$ cat config.mk
export PLATFORM = sky130hd
export DESIGN_NAME = alu_issue_ctrl
export DESIGN_NICKNAME = d
export VERILOG_FILES = /design/src/rtl/alu_issue_ctrl.sv
export SDC_FILE = /design/constraint.sdc
export NUM_CORES = 1
export LEC_CHECK = 0
export ABC_AREA = 1
export CELL_PAD_IN_SITES_DETAIL_PLACEMENT = 0
export CELL_PAD_IN_SITES_GLOBAL_PLACEMENT = 1
export CORE_MARGIN = 2
export CORE_UTILIZATION = 42
export CTS_CLUSTER_SIZE = 16
export DETAILED_ROUTE_END_ITERATION = 12
export PLACE_DENSITY_LB_ADDON = 0.1
export SYNTH_ARGS = -nofsm -noshare
export SYNTH_HDL_FRONTEND = slang
export SYNTH_SLANG_ARGS = --single-unit
$ cat constraint.sdc
create_clock -name clk -period 1.7 [get_ports clk]
set_clock_uncertainty 0.1 [all_clocks]
set_input_delay 0.34 -clock clk [delete_from_list [all_inputs] [get_ports clk]]
set_output_delay 0.34 -clock clk [all_outputs]
set_load 0.03 [all_outputs]
$ cat src/rtl/alu_issue_ctrl.sv
// Issue controller for the combinational ALU: accepts one micro-instruction, reads operands,
// checks the condition against the stored flags, drives the ALU and writes the result back.
//
// state | meaning
// IDLE  | ready for a new instruction
// RD    | operands and op registered onto the ALU ports, condition evaluated
// EX    | ALU evaluating; result and flags captured at the end of the cycle
// WB    | writeback strobe, register file written at the end of the cycle
// SKIP  | condition failed, one-cycle skipped pulse
module alu_issue_ctrl #(
    parameter int DATA_W = 32,
    parameter int NREG   = 8
) (
    input  logic              clk,
    input  logic              rst_n,
    input  logic              ins_valid,
    output logic              ins_ready,
    input  logic [3:0]        ins_op,
    input  logic [2:0]        ins_rd,
    input  logic [2:0]        ins_ra,
    input  logic [2:0]        ins_rb,
    input  logic              ins_imm_en,
    input  logic [DATA_W-1:0] ins_imm,
    input  logic              ins_setf,
    input  logic [3:0]        ins_cond,
    output logic [3:0]        aluop,
    output logic [DATA_W-1:0] opA,
    output logic [DATA_W-1:0] opB,
    output logic              flagin,
    input  logic [DATA_W-1:0] alu_result,
    input  logic [3:0]        alu_flag,
    output logic              wb_valid,
    output logic [2:0]        wb_rd,
    output logic [DATA_W-1:0] wb_data,
    output logic [3:0]        flags_q,
    output logic              skipped
);

    typedef enum logic [2:0] {IDLE, RD, EX, WB, SKIP} stateT;

    stateT state, stateNext;

    logic [3:0]        opQ;
    logic [2:0]        rdQ, raQ, rbQ;
    logic              immEnQ, setfQ;
    logic [DATA_W-1:0] immQ;
    logic [3:0]        condQ;
    logic [DATA_W-1:0] regFile [NREG];
    logic [DATA_W-1:0] readA, readB;
    logic              condPass;
    logic              flagN, flagZ, flagC, flagV;

    assign {flagN, flagZ, flagC, flagV} = flags_q;

    // R0 is hardwired to zero on the read side; its storage is never written.
    assign readA = (raQ == 3'd0) ? '0 : regFile[raQ];
    assign readB = (rbQ == 3'd0) ? '0 : regFile[rbQ];

    always_comb begin
        condPass = 1'b0;
        case (condQ)
            4'd0:    condPass = 1'b1;
            4'd1:    condPass = flagZ;
            4'd2:    condPass = !flagZ;
            4'd3:    condPass = flagC;
            4'd4:    condPass = !flagC;
            4'd5:    condPass = flagN;
            4'd6:    condPass = !flagN;
            4'd7:    condPass = flagV;
            4'd8:    condPass = !flagV;
            4'd9:    condPass = (flagN == flagV);
            4'd10:   condPass = (flagN != flagV);
            4'd11:   condPass = !flagZ && (flagN == flagV);
            4'd12:   condPass = flagZ || (flagN != flagV);
            default: condPass = 1'b0;
        endcase
    end

    always_ff @(posedge clk or negedge rst_n) begin
        if (!rst_n) state <= IDLE;
        else        state <= stateNext;
    end

    always_comb begin
        stateNext = state;
        ins_ready = 1'b0;
        flagin    = 1'b0;
        wb_valid  = 1'b0;
        skipped   = 1'b0;
        case (state)
            IDLE: begin
                ins_ready = 1'b1;
                if (ins_valid) stateNext = RD;
            end
            RD:   stateNext = condPass ? EX : SKIP;
            EX: begin
                flagin    = setfQ;
                stateNext = WB;
            end
            WB: begin
                wb_valid  = 1'b1;
                stateNext = IDLE;
            end
            SKIP: begin
                skipped   = 1'b1;
                stateNext = IDLE;
            end
            default: stateNext = IDLE;
        endcase
    end

    assign wb_rd = rdQ;

    always_ff @(posedge clk or negedge rst_n) begin
        if (!rst_n) begin
            opQ    <= '0;
            rdQ    <= '0;
            raQ    <= '0;
            rbQ    <= '0;
            immEnQ <= 1'b0;
            immQ   <= '0;
            setfQ  <= 1'b0;
            condQ  <= '0;
        end else if (state == IDLE && ins_valid) begin
            opQ    <= ins_op;
            rdQ    <= ins_rd;
            raQ    <= ins_ra;
            rbQ    <= ins_rb;
            immEnQ <= ins_imm_en;
            immQ   <= ins_imm;
            setfQ  <= ins_setf;
            condQ  <= ins_cond;
        end
    end

    always_ff @(posedge clk or negedge rst_n) begin
        if (!rst_n) begin
            aluop   <= '0;
            opA     <= '0;
            opB     <= '0;
            wb_data <= '0;
            flags_q <= '0;
            for (int i = 0; i < NREG; i++) regFile[i] <= '0;
        end else begin
            if (state == RD) begin
                aluop <= opQ;
                opA   <= readA;
                opB   <= immEnQ ? immQ : readB;
            end
            if (state == EX) begin
                wb_data <= alu_result;
                if (setfQ) flags_q <= alu_flag;
            end
            if (state == WB && rdQ != 3'd0) regFile[rdQ] <= wb_data;
        end
    end

endmodule

Word level (Yosys, flattened, before mapping)
Cells that the tools add are included.
{"block": "op_classes", "n_lt_le_gt_ge": 4, "n_eq_ne": 19, "mux": 20, "bitwise": 3, "n_reduce_logical": 15}
{"op": "bitwise mux 256 bit", "count": 1}
{"op": "two-way mux 32 bit", "count": 8}
{"op": "binary-select mux 32 bit (select 3 bit)", "count": 2}
{"op": "demux 32 bit (select 3 bit)", "count": 1}
{"op": "equality test 4 bit, second input constant", "count": 5}
{"op": "equality test 4 x 3 -> 1 bit, second input constant", "count": 4}
{"op": "one-hot mux 1 bit (13 select lines)", "count": 1}
{"op": "greater-or-equal comparator 4 bit, second input constant", "count": 3}
{"op": "inverter 3 -> 4 bit", "count": 3}
{"op": "zero test 3 bit", "count": 3}
{"op": "one-hot mux 3 bit (3 select lines)", "count": 1}
{"op": "equality test 4 x 2 -> 1 bit, second input constant", "count": 2}
{"op": "equality test 3 x 2 -> 1 bit, second input constant", "count": 2}
{"op": "two-way mux 3 bit", "count": 2}
{"op": "equality test 4 x 1 -> 1 bit, second input constant", "count": 1}
{"op": "logical AND 1 bit", "count": 4}
{"op": "zero test 1 bit", "count": 4}
{"op": "zero test 4 bit", "count": 1}
{"op": "less-than comparator 4 x 1 -> 1 bit, second input constant", "count": 1}
{"op": "two-way mux 1 bit", "count": 4}
{"op": "equality test 3 x 1 -> 1 bit, second input constant", "count": 1}
{"op": "equality test 3 bit, second input constant", "count": 1}
{"op": "nonzero test 3 bit", "count": 1}
{"op": "inequality test 2 bit, second input constant", "count": 1}
{"op": "other kinds (4)", "count": 4}
{"block": "totals", "regBits": 414, "inputBits": 90, "out_inout_bits": 111, "elab_cells": 83}

Logic depth before layout (Yosys ltp)
{"block": "logic_depth", "ltp_word": 6, "depth_mapped": 10, "depth_no_buf": 9}

Worst setup path after synthesis
No wires, ideal clock.
{"block": "synth_timing", "kind": "register to register", "start": "register state[1]", "end": "register immQ[10]", "setup_time_ps": 125, "arrival_time_ps": 1989, "required_ps": 1475, "path_slack_ps": -514, "stages_incl_launch_ff": 5, "n_path_buf": 1, "period_less_slack_ps": 2214, "path_cell_list": "dfrtp_1 > nor3_1 > nand2_1 > buf_2 > mux2_2"}
{"block": "synth_via", "elab_chain_len": 2}
{"element": "from (decl)", "line_no": "41", "text": "stateT state, stateNext;"}
{"element": "from (signal assigned)", "line_no": "81", "text": "else state <= stateNext;"}
{"element": "zero test 3 bit", "line_no": "124", "text": "end else if (state == IDLE && ins_valid) begin"}
{"element": "logical AND 1 bit", "line_no": "124"}
{"element": "to (signal assigned)", "line_no": "130", "text": "immQ <= ins_imm;"}
{"element": "to (decl)", "line_no": "46", "text": "logic [DATA_W-1:0] immQ;"}
Every way passes these cells.
A chain may end at the register's enable or synchronous reset.

Worst setup path after layout
{"block": "layout_timing", "start": "register state[1]", "end": "output ins_ready"}
{"block": "layout_via", "elab_chain_len": 2}
{"element": "zero test 3 bit", "line_no": "90", "text": "case (state)"}
{"element": "two-way mux 1 bit", "line_no": "90"}
{"element": "to (decl)", "line_no": "17", "text": "output logic ins_ready,"}
Every way passes these cells.

==> results by group <==
Status
  • Status: finished with violations
  • Failing checks: negative setup slack

Pwr
  • Clk pwr share: 19.4%
  • Comb pwr share: 49.6%
  • Switching Share: 45.0%
  • Lkg Pwr: 11.4 nW
  • Pwr/cell area: 1980 mW/mm²
  • Max VDD drop: 0.00106 V
  • Sequential share of power: 31.1%
  • Pint: 26.6 mW
  • NetSw: 21.7 mW
  • Total Power: 48.3 mW

Timing
  • Final hold vios: 0
  • Final setup fails: about 270
  • Final worst setup slack: -243 ps
  • Slew Viols, Final: 0
  • Crit path time final: around 1900 ps
  • Hold_ws: 134 ps
  • Slew margin rel.: 68.6%
  • Slew @ Worst Pin: around 470 ps
  • Final period utilization: 114%
  • RSZ-0062 raised after global routing: yes
  • Setup TNS: -15,080 ps
  • Fmax: roughly 500 MHz

Finish
  • Fin area: about 0.024 mm²
  • Non-Filler Instances: roughly 3,200
  • Post-layout util: 57.0%
  • Multi-input logic area: 0.00766 mm²
  • # fillers: between 3,000 and 4,000
  • Area Overhead vs Synth: 34.7%
  • Layout cells sized above 1: 17.2%
  • Nets: 2,628
  • Register area: 0.00957 mm²

Setup path
  • Flop2flop setup slack: -140 ps
  • CP endpoint kind: output port
  • CP Max Fanout: 3
  • Reg-to-reg endpoint: immQ[30]
  • Reg-to-reg startpoint: state[1]
  • Crit path kind: flop to output port
  • CP arrival: approximately 1500 ps
  • CP required: 1260 ps
  • Startpoint Class: flop
  • Reg2reg path depth: 7

Global route
  • Gr busiest metal: met2
  • GR Util met3: 5.55%
  • Vias in the first global route: about 16,000
  • Largest net degree at the start of global routing: 71
  • First-pass GRT wire length: 94,700 µm
  • Antenna violations before repair: 3
  • Total grt overflow: 0
  • All-Layer GR Usage: 27.7%
  • Met1 global-route usage: 41.3%
  • GR Util met2: between 40 and 50%

Die
  • DIE HEIGHT: 212 µm
  • Io pins: approximately 200
  • # rows: 76
  • Chip Width: 212 µm
  • Initial core utilization: 42.3%
  • Die area: 0.0449 mm²
  • Core ar.: around 0.043 mm²

Placed design
  • DP Wirelength: 38,600 µm
  • I/O Buffers: 200
  • Routability congestion estimate: ~0.84
  • Pre-CTS WS: -93.8 ps
  • Dpl cells: between 3,000 and 4,000
  • Post-place instance area: 0.0216 mm²

Hold path
  • HP Class: input pin to asynchronous set/reset pin

Route
  • Routed WL per cell: around 24 µm
  • DR DRC count: 0
  • Total Wirelength: approximately 77,000 µm
  • DR vias: 17,900
  • Drt initial violations: 2,206
  • Final ANT Viol Nets: 0
  • Vias per cell: 5.66
  • DRT Pass-1 Iters: 6

Clock network
  • Cts bufs inserted: 43
  • Worst-Skew Late Latency: 570 ps
  • Reg clk slew, reported paths: 60 ps
  • Clock buffer depth: 3
  • Clock root cell: clkbuf_16
  • CTS tree: built
  • H-Tree Depth: 2
  • Clk sinks: approximately 380

Synthesis
  • Post-Synthesis Cell Area: 0.0181 mm²
  • Primary FF master, synth: dfrtp_1
  • Post-synthesis register bit count: 382
  • Post-synthesis sequential area ratio: 52.7%
  • Library cells used by synthesis: 25
  • Avg Cell Area, Syn: 7.96 µm²
  • Yosys warns: 0
  • Synth async-reset ratio: 100%
  • EDFF count, synth: 0
  • Synth Instances: between 2,000 and 2,500
  • Net count after synthesis: 2,370

Job
  • Max cap viols: 0
metal layers:
| metal | share of wire [%] | wire length, µm | vias to the layer above |
|---|---|---|---|
| met4 | 4.1 | 3150 | 6 |
| li1 | - | - | 7994 |
| met1 | 42 | 32400 | 8626 |
| met3 | 11 | 8530 | 215 |
| met5 | 0.082 | 63 | - |
| met2 | 43 | 33000 | 1023 |
sequential cells by signal, indices dropped and copies added, names as in the netlist:
name / flops
raQ: 3
opB: 32
regFile: 224
state: 3
immQ: 32
flags_q: 4
wb_data: 32
immEnQ: 1
opQ: 4
aluop: 4
opA: 32
wb_rd: 3
setfQ: 1
rbQ: 3
condQ: 4
Yosys cell counts, drive strengths merged, types with 15 or more instances:
library cell / number / area [µm²]
nor2: 223 / 853
inv: 122 / 458
a21oi: 125 / 626
dfrtp: 382 / 9560
clkbuf: 85 / 320
buf: 70 / 330
mux2: 32 / 360
nand3: 160 / 801
o21ai: 354 / 1770
o211ai: 44 / 330
nand2: 656 / 2460
nand4: 15 / 199
logic make-up after synthesis:
family,after synthesis,share of synthesized area [%]
multiplexers,32,1.99
flip-flops,382,52.7
AND/OR/NAND/NOR,1062,24.1
AO/OA/AOI/OAI,524,15.1
buffers and inverters,280,6.17
final cells by class:
cell class                 count  area share [%]
clock buffer                  63            5.25
sequential                   382            39.2
antenna                        1          0.0102
multi-input combinational   1618            31.3
clock inverter                15           0.512
tap                          585            2.99
inverter                     125            1.95
timing repair buffer         368            18.8
cells in the final DEF, fill, tap and decap left out, types with 4 or more instances in the layout:
master | netlist | final
nor2_2 | 0 | 6
a21oi_2 | 0 | 6
dfrtp_2 | 0 | 5
buf_8 | 0 | 9
o21ai_1 | 38 | 88
nor3_1 | 5 | 4
nand4_4 | 7 | 7
o211ai_1 | 44 | 44
nor2_4 | 0 | 7
clkbuf_1 | 84 | 9
clkdlybuf4s15_2 | 0 | 41
buf_16 | 0 | 7
nand2_1 | 655 | 645
a21oi_1 | 125 | 119
inv_1 | 117 | 116
buf_4 | 1 | 65
o21ai_0 | 316 | 263
clkinv_2 | 0 | 14
buf_12 | 0 | 66
nand3_2 | 0 | 7
clkbuf_16 | 0 | 72
nor2_1 | 222 | 209
dfrtp_1 | 382 | 376
inv_2 | 5 | 5
clkdlybuf4s50_1 | 0 | 88
nand2_2 | 1 | 8
mux2_2 | 32 | 32
nand3_1 | 160 | 153
clkbuf_8 | 0 | 9
buf_2 | 51 | 47
buf_6 | 0 | 17
nand4_1 | 8 | 8
critical path, stage by stage, from the launching register on:
cell     delay [ps]
dfrtp_1         410
buf_6           140
nor3_4          220
buf_6           160
power by group through the flow:
stage	Clock, mW	Sequential (mW)	Combinational (mW)
2_1_floorplan	0	16.5	11.0
3_3_place_gp	0	15.0	22.4
3_5_place_dp	0	15.0	22.7
4_1_cts	9.49	14.9	22.4
5_1_grt	9.85	15.4	25.8
6_report	9.36	15.0	24.0
worst max-delay path by stage:
stage / startpoint / endpoint / slack, ps / depth (start not counted)
2_1_floorplan: state[1] / immQ[10] / 30 / 4
3_3_place_gp: ins_valid / rbQ[0] / -100 / 5
3_5_place_dp: ins_valid / rbQ[0] / -90 / 5
4_1_cts: state[1] / ins_ready / -260 / 3
5_1_grt: state[0] / ins_ready / -290 / 3
6_report: state[1] / ins_ready / -240 / 3
timing repair:
item	in CTS	in global routing
setup buffers	10	13
resized for setup	389	146
pin swaps	4	11
hold endpoints to repair	309	0
gates cloned	0	48
hold buffers	1	0
endpoints found under the setup margin	98	316
(Power assumes the default switching activity.)
